File: src/rtl/lcd_pkg.sv
// Shared mode encodings, colour constants and default 800x480 panel timing
// for the RGB-panel timing generator.
package lcd_pkg;

    typedef enum logic [1:0] {
        MODE_IMAGE   = 2'd0,
        MODE_BARS    = 2'd1,
        MODE_SOLID   = 2'd2,
        MODE_CHECKER = 2'd3
    } lcd_mode_e;

    localparam int DEF_H_ACTIVE = 800;
    localparam int DEF_H_FP     = 40;
    localparam int DEF_H_SYNC   = 48;
    localparam int DEF_H_BP     = 40;
    localparam int DEF_V_ACTIVE = 480;
    localparam int DEF_V_FP     = 13;
    localparam int DEF_V_SYNC   = 3;
    localparam int DEF_V_BP     = 29;

    localparam logic [23:0] RGB_WHITE = 24'hFFFFFF;
    localparam logic [23:0] RGB_BLACK = 24'h000000;

    // Index 0 is the leftmost bar: white, yellow, cyan, green, magenta, red, blue, black.
    localparam logic [7:0][23:0] BAR_RGB = {
        24'h000000, 24'h0000FF, 24'hFF0000, 24'hFF00FF,
        24'h00FF00, 24'h00FFFF, 24'hFFFF00, 24'hFFFFFF
    };

endpackage

File: src/rtl/lcd_delay_line.sv
// Registered shift line with synchronous clear; DEPTH of zero degenerates
// to a wire so the pixel source latency can be zero.
module lcd_delay_line #(
    parameter int W     = 1,
    parameter int DEPTH = 1
) (
    input  logic         clk,
    input  logic         rst,
    input  logic [W-1:0] d,
    output logic [W-1:0] q
);

    generate
        if (DEPTH == 0) begin : g_pass
            assign q = d;
        end else begin : g_pipe
            logic [W-1:0] pipe [DEPTH];

            always_ff @(posedge clk) begin
                if (rst) begin
                    for (int i = 0; i < DEPTH; i++) pipe[i] <= '0;
                end else begin
                    pipe[0] <= d;
                    for (int i = 1; i < DEPTH; i++) pipe[i] <= pipe[i-1];
                end
            end

            assign q = pipe[DEPTH-1];
        end
    endgenerate

endmodule

File: src/rtl/lcd_timing_gen.sv
// RGB-panel timing generator: sync/DE generation, image-window reads from a
// fixed-latency pixel source, and test patterns re-aligned to the returned data.
module lcd_timing_gen
    import lcd_pkg::*;
#(
    parameter int          H_ACTIVE = DEF_H_ACTIVE,
    parameter int          H_FP     = DEF_H_FP,
    parameter int          H_SYNC   = DEF_H_SYNC,
    parameter int          H_BP     = DEF_H_BP,
    parameter int          V_ACTIVE = DEF_V_ACTIVE,
    parameter int          V_FP     = DEF_V_FP,
    parameter int          V_SYNC   = DEF_V_SYNC,
    parameter int          V_BP     = DEF_V_BP,
    parameter bit          HS_POL   = 1'b0,
    parameter bit          VS_POL   = 1'b0,
    parameter bit          DE_POL   = 1'b1,
    parameter int          IMG_X    = 0,
    parameter int          IMG_Y    = 0,
    parameter int          IMG_W    = DEF_H_ACTIVE,
    parameter int          IMG_H    = DEF_V_ACTIVE,
    parameter int          RD_LAT   = 1,
    parameter int          CW       = 11,
    parameter int          AW       = 19,
    parameter logic [23:0] BG_RGB   = 24'h000000
) (
    input  logic          clk,
    input  logic          rst,
    input  logic          enable,
    input  logic [1:0]    mode,
    input  logic [23:0]   img_data,
    output logic          img_ack,
    output logic [AW-1:0] img_addr,
    output logic [CW-1:0] hsync_cnt,
    output logic [CW-1:0] vsync_cnt,
    output logic          frame_start,
    output logic          lcd_hsync,
    output logic          lcd_vsync,
    output logic          lcd_de,
    output logic [7:0]    lcd_r,
    output logic [7:0]    lcd_g,
    output logic [7:0]    lcd_b,
    output logic          lcd_pwm
);

    localparam logic [CW-1:0] H_LAST  = CW'(H_ACTIVE + H_FP + H_SYNC + H_BP - 1);
    localparam logic [CW-1:0] V_LAST  = CW'(V_ACTIVE + V_FP + V_SYNC + V_BP - 1);
    localparam logic [CW-1:0] H_ACT_C = CW'(H_ACTIVE);
    localparam logic [CW-1:0] V_ACT_C = CW'(V_ACTIVE);
    localparam logic [CW-1:0] HS_BEG  = CW'(H_ACTIVE + H_FP);
    localparam logic [CW-1:0] HS_END  = CW'(H_ACTIVE + H_FP + H_SYNC);
    localparam logic [CW-1:0] VS_BEG  = CW'(V_ACTIVE + V_FP);
    localparam logic [CW-1:0] VS_END  = CW'(V_ACTIVE + V_FP + V_SYNC);
    localparam logic [CW:0]   IMG_X_C = (CW+1)'(IMG_X);
    localparam logic [CW:0]   IMG_Y_C = (CW+1)'(IMG_Y);
    localparam logic [CW-1:0] IMG_W_C = CW'(IMG_W);
    localparam logic [CW-1:0] IMG_H_C = CW'(IMG_H);
    localparam logic [CW+2:0] BAR_DIV = (CW+3)'(H_ACTIVE);
    localparam int            DW      = 7 + CW;

    logic [CW-1:0] h_cnt, v_cnt;
    logic [AW-1:0] addr_q;
    logic          en_q;
    lcd_mode_e     mode_q;
    logic          h_last, v_last, start_next;
    logic          hs_raw, vs_raw, de_raw, win_raw;
    logic [CW:0]   h_off, v_off;

    assign h_last     = (h_cnt == H_LAST);
    assign v_last     = (v_cnt == V_LAST);
    // Next cycle is h=v=0 of a running frame: first cycle after enable, or a frame wrap.
    assign start_next = !en_q || (h_last && v_last);

    always_ff @(posedge clk) begin
        if (rst || !enable) begin
            h_cnt  <= '0;
            v_cnt  <= '0;
            addr_q <= '0;
            mode_q <= MODE_IMAGE;
        end else begin
            if (en_q) begin
                if (h_last) begin
                    h_cnt <= '0;
                    v_cnt <= v_last ? '0 : v_cnt + CW'(1);
                end else begin
                    h_cnt <= h_cnt + CW'(1);
                end
            end
            if (start_next) begin
                mode_q <= lcd_mode_e'(mode);
                addr_q <= '0;
            end else if (img_ack) begin
                addr_q <= addr_q + AW'(1);
            end
        end
        en_q <= rst ? 1'b0 : enable;
    end

    // The borrow bit of the offset doubles as the h >= IMG_X guard.
    assign h_off   = {1'b0, h_cnt} - IMG_X_C;
    assign v_off   = {1'b0, v_cnt} - IMG_Y_C;
    assign hs_raw  = en_q && (h_cnt >= HS_BEG) && (h_cnt < HS_END);
    assign vs_raw  = en_q && (v_cnt >= VS_BEG) && (v_cnt < VS_END);
    assign de_raw  = en_q && (h_cnt < H_ACT_C) && (v_cnt < V_ACT_C);
    assign win_raw = de_raw && !h_off[CW] && (h_off[CW-1:0] < IMG_W_C)
                            && !v_off[CW] && (v_off[CW-1:0] < IMG_H_C);

    assign img_ack     = win_raw && (mode_q == MODE_IMAGE);
    assign img_addr    = addr_q;
    assign hsync_cnt   = h_cnt;
    assign vsync_cnt   = v_cnt;
    assign frame_start = en_q && (h_cnt == '0) && (v_cnt == '0);
    assign lcd_pwm     = en_q;

    logic [DW-1:0] stage_d, stage_q;
    logic          hs_d, vs_d, de_d, win_d, v4_d;
    logic [1:0]    mode_d;
    logic [CW-1:0] h_d;
    logic [2:0]    bar_idx;
    logic [23:0]   pix;

    // Only bit 4 of v is needed downstream (checker block row).
    assign stage_d = {hs_raw, vs_raw, de_raw, win_raw, mode_q, h_cnt, v_cnt[4]};

    lcd_delay_line #(.W(DW), .DEPTH(RD_LAT)) u_delay (
        .clk (clk),
        .rst (rst),
        .d   (stage_d),
        .q   (stage_q)
    );

    assign {hs_d, vs_d, de_d, win_d, mode_d, h_d, v4_d} = stage_q;
    assign bar_idx = 3'({h_d, 3'b000} / BAR_DIV);

    always_comb begin
        pix = '0;
        if (de_d) begin
            case (lcd_mode_e'(mode_d))
                MODE_IMAGE:   pix = win_d ? img_data : BG_RGB;
                MODE_BARS:    pix = BAR_RGB[bar_idx];
                MODE_SOLID:   pix = BG_RGB;
                MODE_CHECKER: pix = (h_d[4] ^ v4_d) ? RGB_WHITE : RGB_BLACK;
                default:      pix = '0;
            endcase
        end
    end

    always_ff @(posedge clk) begin
        if (rst) begin
            lcd_hsync               <= !HS_POL;
            lcd_vsync               <= !VS_POL;
            lcd_de                  <= !DE_POL;
            {lcd_r, lcd_g, lcd_b}   <= '0;
        end else begin
            lcd_hsync               <= hs_d ? HS_POL : !HS_POL;
            lcd_vsync               <= vs_d ? VS_POL : !VS_POL;
            lcd_de                  <= de_d ? DE_POL : !DE_POL;
            {lcd_r, lcd_g, lcd_b}   <= pix;
        end
    end

endmodule

File: config.mk
export PLATFORM = sky130hd
export DESIGN_NAME = lcd_timing_gen
export DESIGN_NICKNAME = d
export VERILOG_FILES = /design/src/rtl/lcd_pkg.sv /design/src/rtl/lcd_delay_line.sv /design/src/rtl/lcd_timing_gen.sv
export SDC_FILE = /design/constraint.sdc
export NUM_CORES = 1
export LEC_CHECK = 0
export CAP_MARGIN = 20
export CORE_MARGIN = 2
export CORE_UTILIZATION = 25
export DETAILED_ROUTE_END_ITERATION = 16
export GPL_TIMING_DRIVEN = 0
export REMOVE_ABC_BUFFERS = 1
export SLEW_MARGIN = 25
export SYNTH_ARGS = -nofsm -noshare
export SYNTH_HDL_FRONTEND = slang
export SYNTH_HIERARCHICAL = 1
export SYNTH_SLANG_ARGS = --single-unit
File: constraint.sdc
create_clock -name clk -period 9.75 [get_ports clk]
set_clock_uncertainty 0.15 [all_clocks]
set_input_delay 1.95 -clock clk [delete_from_list [all_inputs] [get_ports clk]]
set_output_delay 1.95 -clock clk [all_outputs]
set_load 0.02 [all_outputs]
==> results of run 1 <==
## cell usage after synthesis (3+ instances only)
cell      count
nor3_1        7
and2b_1       7
xnor2_1      10
dfxtp_1      89
xor2_1       22
clkbuf_1     12
and3_1       11
o31ai_1       4
buf_2         5
nand3_1      12
nand2b_1      5
o31a_1        4
nand2_1      69
inv_1        13
a21oi_1      34
nand4_1      10
o21ai_0      21
o21ai_1      10
o21a_1        4
or3_1         9
nor2b_1      15
ha_1          6
nand3b_1      5
buf_1         3
nor2_1       58
mux2i_1       5
nor4_1        8
## stage by stage
step | hold slack (ns) | instances | setup WS, ns
3_5_place_dp | 0.244 | 809 | 4.50
6_report | 0.244 | 825 | 4.62
3_3_place_gp | 0.241 | 808 | 4.49
5_1_grt | 0.281 | 825 | 4.40
2_1_floorplan | 0.205 | 489 | 5.71
4_1_cts | 0.256 | 825 | 4.60
## routing by layer
layer / share of wire, % / GRT usage (%)
met3: 5.2 / 3.42
met2: 46 / 18.8
met1: 48 / 16.3
met4: 1.4 / 4.74
met5: 0 / 0
## area by class of cell
| type | instances | area, um^2 |
|---|---|---|
| repair buffers | 100 | 998 |
| well taps | 220 | 275 |
| clock inverters | 7 | 78.8 |
| fillers | 1734 | 10900 |
| inverters | 13 | 48.8 |
| flip-flops and latches | 89 | 1780 |
| clock buffers | 9 | 225 |
| multi-input cells | 387 | 2320 |
## flip-flops by register name, summed over array words and instances, names as in the netlist
name / count
lcd_de: 1
u_delay/g_pipe.pipe: 18
lcd_r: 8
lcd_g: 8
lcd_b: 8
lcd_hsync: 1
lcd_vsync: 1
hsync_cnt: 11
vsync_cnt: 11
img_addr: 19
mode_q: 2
lcd_pwm: 1
## final timing paths
kind,from,end,slack (ns),cells past startpoint
min reg2reg,u_delay/g_pipe.pipe[0][16],lcd_vsync,0.24,1
max,hsync_cnt[10],img_ack,4.62,5
min,u_delay/g_pipe.pipe[0][16],lcd_vsync,0.24,1
max reg2reg,u_delay/g_pipe.pipe[0][6],lcd_b[7],5.97,10
## cells in the final DEF, fill, tap and decap left out, types with 5 or more instances in the layout
cell type	Yosys	routed
nor4_1	8	8
nand2b_1	5	5
o21ai_0	21	21
nand2_1	69	69
nor2b_1	15	15
xor2_1	22	22
a21oi_1	34	34
or3_1	9	9
nor3_1	7	7
clkdlybuf4s50_1	0	99
ha_1	6	6
dfxtp_1	89	89
nand4_1	10	10
and2b_1	7	7
nand3b_1	5	5
o21ai_1	10	10
nand3_1	12	12
and3_1	11	11
nor2_1	58	58
mux2i_1	5	5
xnor2_1	10	10
inv_1	13	13
clkbuf_16	0	9
## power by group through the flow
stage / Sequential (mW) / Clock (mW) / Combinational, mW
2_1_floorplan: 0.377 / 0 / 0.00942
3_3_place_gp: 0.376 / 0 / 0.0291
3_5_place_dp: 0.376 / 0 / 0.0292
4_1_cts: 0.367 / 0.367 / 0.0293
5_1_grt: 0.368 / 0.384 / 0.0315
6_report: 0.367 / 0.354 / 0.0290
## cell families (layout without fill, tap and decap cells)
kind of cell	Yosys count	in the layout	share of synthesized area [%]
AND/OR/NAND/NOR	232	232	27.1
AO/OA/AOI/OAI	111	111	17.4
flip-flops	89	89	41.8
buffers and inverters	37	129	3.94
XOR/XNOR	32	32	6.58
adder cells (fa/ha/maj)	7	7	2.00
multiplexers	5	5	1.17
==> impl_metrics.tcl, run 1 <==
set metrics [dict create \
    synthesis.instances 513 \
    syn_to_final_growth_pct 34.4 \
    root_buffer "clkbuf_16" \
    final_cell_area_um2 5720 \
    antenna_cells 0 \
    vdd_drop_max_mv 0.0841 \
    grt_max_degree 26 \
    critPathArrivalTime_ns 3.03 \
    setup_viol 0 \
    p_clk_share_pct 47.2 \
    power_frac_seq_pct 48.9 \
    core_um2 16600 \
    synth_cell_types 68 \
    cts.sinks 89 \
    slew_headroom_pct 44.7 \
    drc 0 \
    syn_area_per_cell_um2 8.30 \
    cts_resized 0 \
    leakage_nw 1.96 \
    outcome "finished clean" \
    crit_family "simple AND/OR/NAND/NOR gates" \
    die_area_um2 18100 \
    tightest_slew_ns 0.828 \
    p_sw_mw 0.169 \
    routed_via_density 4.64 \
    start_util_pct 25.6 \
    synth_top_area_cell "dfxtp_1" \
    finalHoldViolations 0 \
    drtIter0Drc 164 \
    ys_seq_elements 89 \
    die_w_um 135 \
    switching_share_pct 22.4 \
    clk_latency_ns 0.34 \
    cts-buffers-inserted 9 \
    ctsHtreeMaxLevel 3 \
    final_core_util_pct 34.4 \
    slew_viol_final 0 \
    fin_crit_ns 5.13 \
    totalWireLength_um 10800 \
    required_ns 7.65 \
    synth-edff-count 0 \
    grt_pass1_wl_um 17800 \
    total_power_mw 0.751 \
    worst-path-buf-inv 1 \
    post-dp-hpwl_um 7670 \
    grt.overflow.total 0 \
    crit_fanout 7 \
    fmax_ghz 0.195 \
    path_clk_slew_ns 0.07 \
    synth_top_area_share_pct 41.8 \
    post_cts_buffers 0 \
    cts_tree "done" \
    nets 635 \
    grt_antenna_before_repair 0 \
    wire_per_inst_um 13.1 \
    grt_pass1_vias 3501 \
    rsz0062_at_grt "no" \
    ys_warn_count 6 \
    globalplace.congestion 0.787 \
    slowest_stage "clkdlybuf4s50_1" \
    synth-seq-area-share_pct 41.8 \
    maxCapViolCount 0 \
    ys.flop_type "dfxtp_1" \
    power_frac_comb_pct 3.9 \
    top_level_ports 100 \
    cts_hold_buf 0 \
    power_density_nw_per_um2 131 \
    post-route-period-util_pct 52.6 \
    synth_area_leaders "dfxtp_1, nand2_1, nor2_1" \
    die_h_um 135 \
    drive_above_1_share_pct 4.63 \
    postRouteAntennaNets 0 \
    min_path_type "flip-flop to flip-flop" \
    cts_buffer_depth 2 \
    worstSetupPathType "flip-flop to primary output" \
    p_int_mw 0.582 \
    dr.pass1.iters 4 \
    crit_path_end_kind "primary output" \
    route.vias.total 3830 \
    num_rows 47 \
    syn_area_um2 4260 \
    synthArstFlopShare_pct 0 \
    placed_area_um2 5420 \
    numPortBuffers 99 \
    slowest_delay_ns 0.75 \
    path_cells "nand3b_1 -> nor2_1 -> nor4_1 -> nor3b_1 -> clkdlybuf4s50_1" \
    track_usage_pct 12.2 \
    cp-start-kind "flip-flop" \
    finalSetupTns_ns 0 \
]
Note: power is estimated with default switching activity, not from simulation.
==> inputs of run 2 (changes only) <==
==> constraint.sdc (replaced) <==
create_clock -name clk -period 4.9 [get_ports clk]
set_clock_uncertainty 0.15 [all_clocks]
set_input_delay 0.98 -clock clk [delete_from_list [all_inputs] [get_ports clk]]
set_output_delay 0.98 -clock clk [all_outputs]
set_load 0.02 [all_outputs]
==> results of run 2 <==
Same layout as run 1 (identical final DEF). Status: finished clean.
Among the figures that moved: setup slack after placement 4.50 ns -> 0.624 ns; setup slack after layout 4.62 ns -> 0.745 ns; register-to-register setup slack 5.97 ns -> 1.12 ns; total power 0.751 mW -> 1.49 mW; worst IR drop on VDD 0.0841 mV -> 0.167 mV
